**src/rtl/gen_sample_packer.sv**
```systemverilog
// gen_sample_packer
//   Sits behind funct_generator. It decimates the generator's sample stream
//   at a runtime ratio and packs two signed samples into each FIFO word. When
//   the FIFO is full, one completed word is held. Later kept samples are
//   dropped and counted.
//
//   Optional feature macro: GEN_PACK_FLUSH_EN. When it is defined, the block
//   adds a flush_i input. flush_i releases a half-filled word with a zero
//   upper half.
//
// Ports:
//   clk             rising-edge clock
//   rst             synchronous active-high reset
//   en_i            block enable (0 discards any partial word and stops acceptance)
//   dec_i           decimation ratio N (keep 1 of every N; 0 acts as 1)
//   sample_valid_i  sample strobe from the generator (wr_en_o)
//   sample_i        signed sample from the generator (data_o)
//   fifo_full_i     FIFO full flag
//   flush_i         (GEN_PACK_FLUSH_EN only) release a half word
//   fifo_wr_o       FIFO write strobe
//   fifo_data_o     packed word: low half = older sample, high half = newer
//   drop_cnt_o      saturating count of dropped kept samples
//   overflow_o      sticky flag, set on the first drop
//   busy_o          high whenever a partial or pending word exists
//
// DATA_WIDTH defaults to 16, which is the value of fifo_defines_pkg::DATA_WIDTH
// used by the generator.
module gen_sample_packer #(
  parameter int DATA_WIDTH = 16,
  parameter int CNT_W      = 8
) (
  input  logic                    clk,
  input  logic                    rst,
  input  logic                    en_i,
  input  logic [3:0]              dec_i,
  input  logic                    sample_valid_i,
  input  logic [DATA_WIDTH-1:0]   sample_i,
  input  logic                    fifo_full_i,
`ifdef GEN_PACK_FLUSH_EN
  input  logic                    flush_i,
`endif
  output logic                    fifo_wr_o,
  output logic [2*DATA_WIDTH-1:0] fifo_data_o,
  output logic [CNT_W-1:0]        drop_cnt_o,
  output logic                    overflow_o,
  output logic                    busy_o
);

  typedef enum logic [1:0] {EMPTY, HALF, PEND} state_t;

  state_t                state, state_nx;
  logic [3:0]            dec_cnt;
  logic [DATA_WIDTH-1:0] lo_q, hi_q;
  logic                  accept, kept;
  logic                  load_lo, load_hi, clr_hi, drop;
  logic                  flush;

`ifdef GEN_PACK_FLUSH_EN
  assign flush = flush_i;
`else
  assign flush = 1'b0;
`endif

  always_comb begin
    accept    = sample_valid_i && en_i;
    kept      = accept && (dec_cnt == '0);
    // Gated by rst so that a word pending at reset is never written.
    fifo_wr_o = (state == PEND) && !fifo_full_i && !rst;
    state_nx  = state;
    load_lo   = 1'b0;
    load_hi   = 1'b0;
    clr_hi    = 1'b0;
    drop      = 1'b0;
    case (state)
      EMPTY: begin
        if (kept) begin
          load_lo  = 1'b1;
          state_nx = HALF;
        end
      end
      HALF: begin
        if (!en_i) begin
          state_nx = EMPTY;
        end else if (kept) begin
          load_hi  = 1'b1;
          state_nx = PEND;
        end else if (flush) begin
          clr_hi   = 1'b1;
          state_nx = PEND;
        end
      end
      PEND: begin
        if (!fifo_full_i) begin
          // Write and accept a new lower half in the same cycle.
          if (kept) begin
            load_lo  = 1'b1;
            state_nx = HALF;
          end else begin
            state_nx = EMPTY;
          end
        end else if (kept) begin
          drop = 1'b1;
        end
      end
      default: state_nx = EMPTY;
    endcase
  end

  always_ff @(posedge clk) begin
    if (rst) state <= EMPTY;
    else     state <= state_nx;
  end

  always_ff @(posedge clk) begin
    if (rst) begin
      dec_cnt    <= '0;
      lo_q       <= '0;
      hi_q       <= '0;
      drop_cnt_o <= '0;
      overflow_o <= 1'b0;
    end else begin
      if (!en_i) begin
        dec_cnt <= '0;
      end else if (accept) begin
        if (dec_cnt == '0) dec_cnt <= (dec_i == '0) ? 4'd0 : dec_i - 4'd1;
        else               dec_cnt <= dec_cnt - 4'd1;
      end
      if (load_lo) lo_q <= sample_i;
      if (load_hi) hi_q <= sample_i;
      else if (clr_hi) hi_q <= '0;
      if (drop) begin
        overflow_o <= 1'b1;
        if (drop_cnt_o != '1) drop_cnt_o <= drop_cnt_o + 1'b1;
      end
    end
  end

  assign fifo_data_o = {hi_q, lo_q};
  assign busy_o      = (state != EMPTY);

endmodule

```
**config.mk**
```make
export PLATFORM = sky130hd
export DESIGN_NAME = gen_sample_packer
export DESIGN_NICKNAME = d
export VERILOG_FILES = /design/src/rtl/gen_sample_packer.sv
export SDC_FILE = /design/constraint.sdc
export NUM_CORES = 1
export LEC_CHECK = 0
export CORE_ASPECT_RATIO = 2
export CORE_MARGIN = 8
export CORE_UTILIZATION = 43
export DETAILED_ROUTE_END_ITERATION = 10
export DONT_BUFFER_PORTS = 1
export GPL_TIMING_DRIVEN = 0
export PLACE_DENSITY = 0.63
export SKIP_LAST_GASP = 1
export SLEW_MARGIN = 30
export SYNTH_ARGS = -nofsm -noshare
export SYNTH_HDL_FRONTEND = slang
export SYNTH_SLANG_ARGS = --single-unit
```
**constraint.sdc**
```tcl
create_clock -name clk -period 1.6 [get_ports clk]
set_input_delay 0.32 -clock clk [delete_from_list [all_inputs] [get_ports clk]]
set_output_delay 0.32 -clock clk [all_outputs]
set_load 0.01 [all_outputs]
```
==> results.yml, run 1 <==
grt:
  grt_pass1_vias: 1497
  grt_max_degree: 16
  antenna_found_initial: 0
  track_usage_pct: 13.6
  grt_pass1_wl_um: 7730
  grt_overflow: 0
power:
  power_density_nw_per_um2: 973
  power.internal_mw: 1.66
  p_sw_mw: 0.540
  p_comb_share_pct: 9.5
  power.total_mw: 2.20
  sequentialPowerShare_pct: 56.4
  clock_power_share_pct: 34.1
  power.leakage_nw: 1.02
  peakVddDrop_uv: 709
  swShare_pct: 24.6
final_layout:
  area_delta_synth_final_pct: 17.2
  fin_area_um2: 2260
  fillers: 441
  final_nets: 240
  final_layout_size_suffix_gt1_share_pct: 17.3
  diodes: 0
critical_path:
  cpLargestDelayFamily: "simple AND/OR/NAND/NOR gates"
  cpPeakStageDelay_ns: 0.48
  worstPathRequired_ns: 1.82
  slowest_stage: "or4_1"
  path_class: "reg -> reg"
  endpoint_kind: "flop"
  setup.worst_path.start: "dec_cnt[1]"
  rr_startpoint: "dec_cnt[1]"
  path_max_fanout: 6
  arrival_ns: 1.83
  crit_buf_inv: 1
  path_cells: "inv_2 > ha_4 > and4bb_4 > o211ai_4 > or4_1 > a21oi_1"
  critPathLaunchType: "flop"
floorplan:
  io_pins: 68
  dieArea_um2: 7020
  die_height_um: 111
  fp-row-count: 34
  start_util_pct: 44.5
  fp.coreArea_um2: 4340
  die_w_um: 63.4
place:
  gp_routability_congestion: 0.750
  hpwl_um: 3440
  io_buffers: 0
  place_area_um2: 2010
  pre_cts_ws_ns: -0.207
clock_tree:
  cts_tree: "done"
  clk_path_buf_depth: 2
  cts_made_buffers: 5
  clk_pin_slew_worst_paths_ns: 0.08
  hold_buffers: 0
  ctsHtreeMaxLevel: 2
  clock_latency_ns: 0.29
  cts.sinks: 47
  root_buffer: "clkbuf_8"
min_path:
  hp-start: "sample_valid_i"
  hp-class: "in -> reg"
sta:
  drv_slew: 0
  finalHoldViolations: 0
  fin_crit_ns: 1.61
  tightest_slew_ns: 0.599
  relSlewSlack_pct: 59.5
  fin_ws_ns: -0.00887
  fin_hold_ws_ns: 0.143
  skew_ns: 0.00732
  fin_crit_sh_pct: 101
  setup_viol: 1
  max_freq_mhz: 622
  rsz0062_at_grt: "true"
logic_synthesis:
  synth-main-ff-cell: "dfxtp_1"
  synth_seq_area_share_pct: 48.8
  synthArstFlopShare_pct: 0
  syn_area_per_cell_um2: 9.65
  yosys_register_bits: 47
  synth_nets: 227
  synth_edf_count: 0
  yosysUniqueCellTypes: 33
  synth-warning-count: 0
  syn_area_um2: 1930
  synth_cells: 200
detailed_routing:
  antenna_left: 0
  dr.pass1.iters: 4
  drt_iter0_drc: 52
  wl_um: 4690
  drc: 0
  viasPerCell: 5.47
  vias: 1465
  drt-wirelength-per-cell_um: 17.5
outcome:
  failed_checks: "setup timing"
  status: "finished, violations left"
job:
  maxCapViolCount: 0
## layer usage
layer	track usage, %	part of all wire (%)	up-vias
li1	-	-	727
met2	24.4	54	57
met5	0	0	-
met1	12.2	34	677
met3	7.29	10	4
met4	5.55	1.1	0
## final timing paths
path                                      end  slack, ns  cells past startpoint
worst max-delay path            drop_cnt_o[5]     -0.009                      6
worst min-delay path               dec_cnt[3]       0.14                      1
worst max register to register  drop_cnt_o[5]     -0.009                      6
worst min register to register     overflow_o       0.50                      2
## cell families after synthesis
logic type                 after synthesis  share of synthesized area (%)
xor gates and xnor gates                 2                          0.908
AOI/OAI and AO/OA                       25                           8.43
DFF                                     47                           48.8
buffers and inverters                   14                           3.63
and+or+nand+nor                         77                           19.8
muxes                                   33                           17.1
adders and majority gates                2                           1.30
## flip-flops by register name, indices dropped and copies added (netlist names)
signal      flops
lo_q           16
overflow_o      1
state           2
dec_cnt         4
hi_q           16
drop_cnt_o      8
## per-stage QoR
step,setup TNS [ns],utilization [%],std cells
2_1_floorplan,0,-,200
3_3_place_gp,-3.51,46.3,254
3_5_place_dp,-3.88,46.3,254
4_1_cts,-0.000659,51.3,268
5_1_grt,-0.478,52.1,268
6_report,-0.00887,52.1,268
## synthesized netlist by cell type (2+ instances only)
| master | instances | share of area (%) |
|---|---|---|
| or4_1 | 3 | 1.2 |
| mux2i_1 | 33 | 17 |
| a21oi_1 | 12 | 3.1 |
| nor2_1 | 37 | 7.2 |
| o31ai_1 | 2 | 0.78 |
| buf_2 | 2 | 0.52 |
| dfxtp_1 | 47 | 49 |
| nand2b_1 | 3 | 0.97 |
| or2_2 | 2 | 0.65 |
| nand3_1 | 7 | 1.8 |
| or3_1 | 4 | 1.3 |
| nor3_1 | 3 | 0.78 |
| inv_1 | 4 | 0.78 |
| clkbuf_1 | 5 | 0.97 |
| o21ai_0 | 5 | 1.3 |
| ha_1 | 2 | 1.3 |
| nor3b_1 | 2 | 0.78 |
| a311oi_1 | 2 | 0.91 |
| nor2b_1 | 2 | 0.65 |
| buf_4 | 2 | 0.78 |
| nand2_1 | 8 | 1.6 |
| xor2_1 | 2 | 0.91 |
## cell type report
cell class,count,area [µm²],area share (%)
inverters,4,15.0,0.664
flip-flops and latches,47,952,42.1
repair buffers,6,73.8,3.27
well taps,54,67.6,2.99
clock inverters,2,16.3,0.719
multi-input cells,139,961,42.5
clock buffers,6,82.6,3.65
plain buffers,10,92.6,4.10
## power groups by stage
| stage | sequential, mW | clock [mW] | combinational, mW |
|---|---|---|---|
| 2_1_floorplan | 1.26 | 0 | 0.144 |
| 3_3_place_gp | 1.27 | 0 | 0.172 |
| 3_5_place_dp | 1.27 | 0 | 0.176 |
| 4_1_cts | 1.24 | 0.779 | 0.208 |
| 5_1_grt | 1.25 | 0.830 | 0.230 |
| 6_report | 1.24 | 0.750 | 0.209 |
## layout by cell type, fill, tap and decap left out, types with 2 or more instances in the layout
master    instances
a21oi_1          10
a21oi_2           2
a311oi_1          2
buf_12            4
buf_4             3
buf_6             4
clkbuf_1          5
clkbuf_8          6
dfxtp_1          42
dfxtp_2           3
dfxtp_4           2
inv_1             2
inv_2             2
mux2i_1          33
nand2_1           8
nand2b_1          3
nand3_1           7
nor2_1           37
nor2b_1           2
nor3_1            3
o21ai_0           5
o31ai_1           2
or2_2             2
or3_1             3
or4_1             2
xor2_1            2
## repair_timing
action,CTS,global route
gates resized for setup,17,9
endpoints found under the hold margin,0,0
buffers inserted,5,0
pin swaps,5,9
cloned,1,0
endpoints found under the setup margin,30,15
No activity file was read; power rests on OpenSTA's default activity.
==> run 2: changes to the inputs <==
--- a/config.mk
+++ b/config.mk
@@ -7,13 +7,14 @@
 export LEC_CHECK = 0
 export CORE_ASPECT_RATIO = 2
 export CORE_MARGIN = 8
-export CORE_UTILIZATION = 43
+export CORE_UTILIZATION = 55
 export DETAILED_ROUTE_END_ITERATION = 10
 export DONT_BUFFER_PORTS = 1
 export GPL_TIMING_DRIVEN = 0
-export PLACE_DENSITY = 0.63
+export PLACE_DENSITY = 0.76
 export SKIP_LAST_GASP = 1
 export SLEW_MARGIN = 30
 export SYNTH_ARGS = -nofsm -noshare
 export SYNTH_HDL_FRONTEND = slang
 export SYNTH_SLANG_ARGS = --single-unit
+export TNS_END_PERCENT = 50
==> results.yml, run 2 (synthesized netlist as in run 1, its figures left out) <==
outcome:
  status: "finished, violations left"
  failed_checks: "setup timing"
critical_path:
  r2r_cells: 6
  slowest_stage: "or4_4"
  path_max_fanout: 6
  cpLargestDelayFamily: "simple AND/OR/NAND/NOR gates"
  path_class: "reg -> reg"
  endpoint_kind: "flop"
  path_cells: "inv_2 > ha_4 > and4bb_4 > o211ai_4 > or4_4 > a21oi_2"
  arrival_ns: 1.90
  worstPathRequired_ns: 1.83
  crit_buf_inv: 1
  cpPeakStageDelay_ns: 0.53
  critPathLaunchType: "flop"
  r2r-end: "drop_cnt_o[5]"
  rr_startpoint: "dec_cnt[0]"
  r2r_slack_ns: -0.07
sta:
  tightest_slew_ns: 0.535
  skew_ns: 0.00362
  fin_ws_ns: -0.0693
  max_freq_mhz: 599
  fin_crit_sh_pct: 104
  fin_hold_ws_ns: 0.128
  relSlewSlack_pct: 64.3
  drv_slew: 0
  setup_viol: 4
  fin_crit_ns: 1.67
  finalHoldViolations: 0
  rsz0062_at_grt: "true"
power:
  clock_power_share_pct: 33.4
  sequentialPowerShare_pct: 57.1
  peakVddDrop_uv: 1210
  swShare_pct: 25.4
  power.internal_mw: 1.62
  power.leakage_nw: 1.01
  power_density_nw_per_um2: 970
  p_sw_mw: 0.551
  p_comb_share_pct: 9.5
floorplan:
  die_height_um: 99.8
  dieArea_um2: 5770
  fp.coreArea_um2: 3380
  io_pins: 68
  start_util_pct: 57.1
  die_w_um: 57.9
  fp-row-count: 30
final_layout:
  final_layout_size_suffix_gt1_share_pct: 20.0
  final_nets: 241
  diodes: 0
  finish.utilization_pct: 66.3
  reg_top3: "hi_q x16, lo_q x16, drop_cnt_o x8"
  final_cell_mix: "dfxtp_1 (41), nor2_1 (37), mux2i_1 (32)"
  layout_commonest_cell: "dfxtp_1"
  area_delta_synth_final_pct: 16.0
min_path:
  hp-start: "sample_valid_i"
  hold_path_depth: 1
  min_to: "dec_cnt[0]"
  hp-class: "in -> reg"
clock_tree:
  clock_latency_ns: 0.29
  clk_path_buf_depth: 2
  ctsHtreeMaxLevel: 2
  cts_made_buffers: 5
  hold_buffers: 0
  clk_pin_slew_worst_paths_ns: 0.09
  cts_tree: "done"
  root_buffer: "clkbuf_8"
  cts.sinks: 47
grt:
  grt_pass1_wl_um: 7390
  grt_util_met3_pct: 7.12
  grt_max_degree: 17
  track_usage_pct: 16.0
  grt_overflow: 0
  grt.met2_usage_pct: 29.6
  antenna_found_initial: 0
  grt.busiest_layer: "met2"
  grt_pass1_vias: 1561
  grt.met1_usage_pct: 14.2
place:
  gp_routability_congestion: 0.774
  hpwl_um: 3560
  io_buffers: 0
detailed_routing:
  dr.pass1.iters: 4
  vias: 1500
  drc: 0
  viasPerCell: 6.07
  drt_iter0_drc: 37
  drt-wirelength-per-cell_um: 19.3
  antenna_left: 0
  wl_um: 4780
job:
  maxCapViolCount: 0
[run 2: changes by cell type in the layout (fill, tap and decap cells not counted), sizes merged]
| cell | previous run | this run |
|---|---|---|
| clkinvlp | 1 | 0 |
| clkbuf | 11 | 10 |
| inv | 4 | 6 |
| buf | 11 | 12 |
[run 2: how the worst max path moves through the flow]
stage,start,to,cells past startpoint
floorplan,dec_cnt[0],lo_q[10],8
global route,dec_cnt[0],drop_cnt_o[4],7
detailed placement,dec_cnt[0],lo_q[9],8
global placement,dec_cnt[0],lo_q[14],8
finish,dec_cnt[0],drop_cnt_o[5],6
CTS,dec_cnt[1],drop_cnt_o[5],6
[run 2: worst register-to-register path, stage by stage (launching register included)]
cell and delay [ns]:
dfxtp_2 0.34, inv_2 0.06, ha_4 0.14, and4bb_4 0.29, o211ai_4 0.12, or4_4 0.53, a21oi_2 0.12
[run 2: per-stage QoR]
stage | setup TNS (ns) | cell area (µm²) | setup slack [ns] | total power [mW] | std cells
after floorplan | -0.368 | 1940 | -0.0409 | 1.40 | 200
after global placement | -2.61 | 1980 | -0.174 | 1.43 | 232
after detailed placement | -4.35 | 1980 | -0.260 | 1.45 | 232
after CTS | -0.342 | 2150 | -0.0807 | 2.19 | 243
after global routing | -0.930 | 2240 | -0.130 | 2.28 | 247
final | -0.131 | 2240 | -0.0693 | 2.17 | 247
[run 2: final cells by class]
class,count,area [µm²]
plain buffers,10,87.6
inverters,4,15.0
clock inverters,3,22.5
multi-input cells,139,982
clock buffers,5,68.8
well taps,32,40.0
flip-flops and latches,47,953
fillers,281,1140
repair buffers,7,68.8
[run 2: metal layers]
layer	part of all wire [%]	routed length (µm)
met1	32	1550
met2	56	2660
met3	11	503
met4	1.3	63
met5	0	0
[run 2: power groups by stage]
stage | Sequential, mW | Combinational (mW) | Clock (mW)
finish | 1.24 | 0.205 | 0.725
global route | 1.25 | 0.224 | 0.813
CTS | 1.24 | 0.199 | 0.751
detailed placement | 1.27 | 0.175 | 0
global placement | 1.27 | 0.163 | 0
floorplan | 1.26 | 0.143 | 0
[run 2: what timing repair did]
action                                  in CTS  in global routing
buffers inserted                             3                  3
cloned                                       0                  1
hold endpoints to repair                     0                  0
resized for setup                           10                 21
pin swaps                                    2                 13
endpoints found under the setup margin      37                 40
==> run 3: changes to the inputs <==
--- a/config.mk
+++ b/config.mk
@@ -11,6 +11,7 @@
 export DETAILED_ROUTE_END_ITERATION = 10
 export DONT_BUFFER_PORTS = 1
 export GPL_TIMING_DRIVEN = 0
+export HOLD_SLACK_MARGIN = 0.1
 export PLACE_DENSITY = 0.76
 export SKIP_LAST_GASP = 1
 export SLEW_MARGIN = 30
==> results of run 3 <==
No change in the layout: final DEF, timing and power equal those of run 2.
==> RTL edit 1: new RTL, flow settings as in run 1 <==
Add a define of `GEN_PACK_FLUSH_EN`.
--- a/src/rtl/gen_sample_packer.sv
+++ b/src/rtl/gen_sample_packer.sv
@@ -25,6 +25,8 @@
 //
 // DATA_WIDTH defaults to 16, which is the value of fifo_defines_pkg::DATA_WIDTH
 // used by the generator.
+`define GEN_PACK_FLUSH_EN
+
 module gen_sample_packer #(
   parameter int DATA_WIDTH = 16,
   parameter int CNT_W      = 8
Interface: changed (added flush_i); port bits go from 68 to 69. The function was not compared with the original's and may differ.
==> RTL edit 1 against run 1 <==
The flow still finishes with violations (negative setup slack); hold slack better by 0.0091 ns; global-route usage grew 0.63 points; die area shrank 1.5%; via count is 2.5% higher; setup slack worse by 0.12 ns; clock skew about the same; synthesized area decreased by 1.9%; combinational power up 20%; wire length rose by 9.4%; total power increased by 2.6%; sequential cell count stayed put; final area is 1.9% higher.
==> RTL edit 1: results (changes against run 1) <==
stage,metric,value,unit,change
grt,grt_use_total,14.27,%,+0.63 points
route,firstDrtPassIters,6,,+2
synth,yosys-top-cells-area,"dfxtp_1 (50%), mux2i_1 (9.0%), a22o_1 (7.9%)",,
sta,setup_viol,23,,+22
route,finalWirelength,5.130,mm,+9.4%
route,drt_first_iter_violations,96,,+85%
route,vias_per_cell,5.773,,+5.6%
placed_design,post-dp-hpwl,3.839,mm,+11%
final_layout,fill_cells,412,,-6.6%
setup_path,worstRegToRegCells,5,,-1
synth,muxShareOfSynthArea,8.989,%,-8.1 points
hold_path,hold_end,hi_q[7],,
setup_path,cp_max_fo,4,,-2
final_layout,post-route-util,53.61,%,+1.5 points
synth,ys_seq_area_share,49.70,%,+0.93 points
final_layout,layout.nets,233,,-2.9%
placed_design,place_ws,-0.3999,ns,-0.1930 ns
synth,yosys-top-cells-count,"dfxtp_1 (47), nor2_1 (24), a22o_1 (17), mux2i_1 (17), a21oi_1 (12)",,
synth,synth_fa_ha_area_share,1.322,%,+0.025 points
status,status,"complete, but fails checks",,
synth,synth_cell_type_count,37,,+12%
synth,yosysWarnings,0,,unchanged
power,clk-power,0.000760,W,+1%
final_layout,layout-drive-gt1-share,25.24,%,+8.0 points
hold_path,min_from,sample_i[7],,
power,p_leak,0.8985,nW,-12%
grt,grt_start_max_net_pins,18,,+2
final_layout,n_all_buffers,19,,+3
final_layout,buffer_area_share,7.985,%,+0.62 points
sta,maxSlewHeadroom,58.68,%,-0.84 points
sta,hold-worst-slack,0.1518,ns,+0.009108 ns
route,vias,1501,,+2.5%
final_layout,multi_input_area,988.4,um2,+2.9%
power,p_seq,0.00125,W,
final_layout,clk_share,4.183,%,-0.19 points
final_layout,sh_seq_area,41.34,%,-0.78 points
sta,final.setup.worst_slack,-0.1312,ns,-0.1223 ns
setup_path,rr_startpoint,drop_cnt_o[0],,
power,p_switching,0.0005963,W,+10%
final_layout,clock_buffers,5,,-1
placed_design,gp_congestion,0.7038,,-6.2%
die,core_area,4297,um2,-0.98%
setup_path,r2r_slack,-0.13,ns,-0.12 ns
status,violations,negative setup slack,,
route,drc,0,,unchanged
sta,fin_skew,0.007429,ns,+0.0001107 ns
setup_path,cp_data_arrival_time,1.96,ns,+0.13 ns
synth,synth_compound_area_share,17.05,%,+8.6 points
clocking,cts.clk_slew.worst_paths,0.10,ns,+0.02 ns
power,p_per_area,979.3,nW/um2,+0.69%
placed_design,dpl_cell_area,2004,um2,-0.25%
grt,first_global_vias,1611,,+7.6%
setup_path,r2r-end,drop_cnt_o[5],,
RTL edit 1: worst max path at each step:
stage	startpoint	to	slack, ns	cells past startpoint
floorplan	dec_cnt[1]	hi_q[10]	-0.08	7
global placement	dec_cnt[1]	hi_q[15]	-0.36	7
detailed placement	dec_cnt[1]	hi_q[6]	-0.40	7
CTS	drop_cnt_o[0]	drop_cnt_o[5]	-0.12	5
global route	dec_cnt[1]	hi_q[3]	-0.19	7
finish	drop_cnt_o[0]	drop_cnt_o[5]	-0.13	5
RTL edit 1: per-layer routing:
layer  wire length [um]  vias to the layer above  global-route usage, %
li1                   -                      723                      -
met1               1759                      724                  12.25
met2               2833                       50                  27.56
met3                490                        4                  6.531
met4                 47                        0                  5.747
met5                  0                        -                      0
RTL edit 1: repair_timing:
item | 4_1_cts | 5_1_grt
resized for setup | 10 | 15
buffers inserted | 8 | 1
pin swaps | 12 | 2
hold buffers | 0 | 0
gates cloned | 0 | 1
setup endpoints to repair | 38 | 42
==> RTL edit 2: new RTL, flow settings as in run 1 <==
Made on the original files. Reset style: asynchronous (`rst`), changed in 2 clocked blocks. Comments in the files are not updated.
--- a/src/rtl/gen_sample_packer.sv
+++ b/src/rtl/gen_sample_packer.sv
@@ -106,12 +106,12 @@
     endcase
   end
 
-  always_ff @(posedge clk) begin
+  always_ff @(posedge clk or posedge rst) begin
     if (rst) state <= EMPTY;
     else     state <= state_nx;
   end
 
-  always_ff @(posedge clk) begin
+  always_ff @(posedge clk or posedge rst) begin
     if (rst) begin
       dec_cnt    <= '0;
       lo_q       <= '0;
Formal check against the unedited RTL: differs if rst is asserted again (counterexample within 4 cycles, from zero or initial values and one cycle with rst high); with rst held inactive, the same outputs for 10 cycles.
==> RTL edit 2 against run 1 <==
The flow still finishes with violations (negative setup slack); highest routed layer unchanged; die area up 11%; setup slack worse by 0.15 ns; wire length up 0.58%; utilization up 2.5 points; final area up 22%; synthesized area up 14%; sequential cell count unchanged.
Power is not compared: it rests on default switching activity, and its combinational part moved more than twofold at a synthesized area within 25%.
==> RTL edit 2: results (changes against run 1) <==
stage,metric,value,unit,change
clocking,clock_latency,0.29,ns,about the same
synth,synthArstFlopShare,100.0,%,+100 points
power,irDropWorstVdd,0.0008630,V,
grt,grt_start_max_net_pins,22,,+6
grt,grt_first_pass_wirelength,7.376,mm,-4.6%
status,status,"complete, but fails checks",,
synth,ys_seq_area_share,53.62,%,+4.9 points
final_layout,antenna_cells,0,,unchanged
grt,grt_antenna_before_repair,0,,unchanged
status,violations,negative setup slack,,
hold_path,hp-class,input port to async pin,,
placed_design,post-dp-hpwl,3.321,mm,-3.5%
clocking,cts_made_buffers,5,,unchanged
route,drc,0,,unchanged
synth,yosys-top-cells-area,"dfrtp_1 (54%), mux2_2 (13%), mux2_4 (6.2%)",,
setup_path,slowest_stage,dfrtp_1,,
clocking,cts_buffer_depth,2,,unchanged
sta,setup_viol,39,,+38
placed_design,port_buffers,0,,unchanged
grt,grt_use_total,12.36,%,-1.3 points
synth,synth_nets,191,,-16%
synth,yosys-top-cells-count,"dfrtp_1 (47), mux2_2 (25), mux2_4 (9)",,
route,vias,1338,,-8.7%
synth,ys.flop_type,dfrtp_1,,
clocking,h-tree-depth,2,,unchanged
setup_path,critPathLaunchType,flip-flop,,
setup_path,slowest_delay,0.39,ns,-0.09 ns
final_layout,reg_top3,"hi_q: 16 flops, lo_q: 16 flops, drop_cnt_o: 8 flops",,
sta,fin_skew,0.007373,ns,+0.00005540 ns
placed_design,gp_congestion,0.6936,,-7.5%
setup_path,rr_startpoint,dec_cnt[1],,
synth,synth_cell_type_count,37,,+12%
setup_path,cp_max_fo,5,,-1
clocking,cts.clk_slew.worst_paths,0.09,ns,
clocking,cts-root-buf,clkbuf_8,,
sta,final.setup.worst_slack,-0.1592,ns,-0.1503 ns
setup_path,cp_data_arrival_time,1.94,ns,+0.11 ns
power,p_leak,1.269,nW,
final_layout,fill_cells,425,,-3.6%
route,avgRoutedWirePerCell,19.17,um,+9.6%
route,drt_first_iter_violations,87,,+67%
grt,first_global_vias,1466,,-2.1%
setup_path,critPathTopFamily,buffers and inverters,,
sta,maxSlewHeadroom,52.55,%,-7.0 points
final_layout,layout.nets,218,,-9.2%
route,firstDrtPassIters,4,,unchanged
final_layout,layout-drive-gt1-share,45.74,%,+28 points
synth,yosysWarnings,0,,unchanged
## RTL edit 2: cell types whose count changed after synthesis, sizes merged, moves of 5 or more
cell   delta
mux2i    -33
a21oi     -8
dfxtp    -47
nor2     -31
dfrtp    +47
xor2      +5
mux2     +34
## RTL edit 2: cells by family after synthesis
group	count (synthesis)	synth area share (%)
and+or+nand+nor	40	13.06
adders and majority gates	5	2.852
muxes	34	19.00
AOI/OAI and AO/OA	16	4.734
buffers and inverters	11	3.537
xor gates and xnor gates	8	3.195
DFF	47	53.62
## RTL edit 2: metrics by stage
step                instances  instance area, um2  worst slack [ns]  utilization, %  TNS, ns
finish                    246                2754           -0.1592           54.57   -4.818
detailed placement        221                2399           -0.3136           47.53   -7.247
CTS                       244                2718           -0.1432           53.86   -2.569
global route              246                2754           -0.2297           54.57   -7.745
floorplan                 161                2271           -0.1423               -   -2.183
global placement          219                2344           -0.4666           46.44   -7.106
## RTL edit 2: cell type report
cell class                      count  share of cell area (%)
Sequential cell                    47                   42.71
Multi-Input combinational cell    103                   38.35
Timing Repair Buffer               20                   9.041
Tap cell                           58                   2.635
Clock buffer                        5                   2.499
Buffer                              5                   2.453
Clock inverter                      2                   1.363
Inverter                            6                  0.9541
## RTL edit 2: metal layers
layer | share of wire, % | vias up | global-route usage (%)
met4 | 0.68 | 0 | 4.304
li1 | - | 624 | -
met5 | 0 | - | 0
met3 | 11 | 2 | 6.292
met2 | 51 | 51 | 19.38
met1 | 37 | 661 | 14.02
## RTL edit 2: where the power goes
part           internal (W)  total [W]  switching, W
combinational      0.000568   0.000841      0.000273
sequential          0.00163    0.00217      0.000545
clock              0.000457   0.000841      0.000384
total               0.00266    0.00386       0.00120
## RTL edit 2: repair_timing
item / 4_1_cts / 5_1_grt
hold buffers: 2 / 0
setup buffers: 13 / 3
pin swaps: 7 / 7
gates cloned: 1 / 0
gates resized for setup: 15 / 3
endpoints found under the hold margin: 27 / 0
endpoints found under the setup margin: 44 / 42
## RTL edit 2: worst register-to-register path, stage by stage, from the launching register on
cell	delay [ns]
dfrtp_1	0.39
inv_2	0.09
ha_4	0.13
and4bb_1	0.23
buf_6	0.15
nand4b_4	0.16
clkbuf_16	0.21
mux2_4	0.29
## RTL edit 2: path summary, 6_finish.rpt
kind / endpoint / slack [ns] / cells past startpoint
max in group asynchronous: lo_q[5] / 0.43 / 3
worst min-delay path: state[0] / 0.03 / 3
worst max register to register: hi_q[2] / -0.16 / 7
worst max-delay path: hi_q[2] / -0.16 / 7
worst min register to register: overflow_o / 0.55 / 1
min in group clk: hi_q[14] / 0.17 / 1
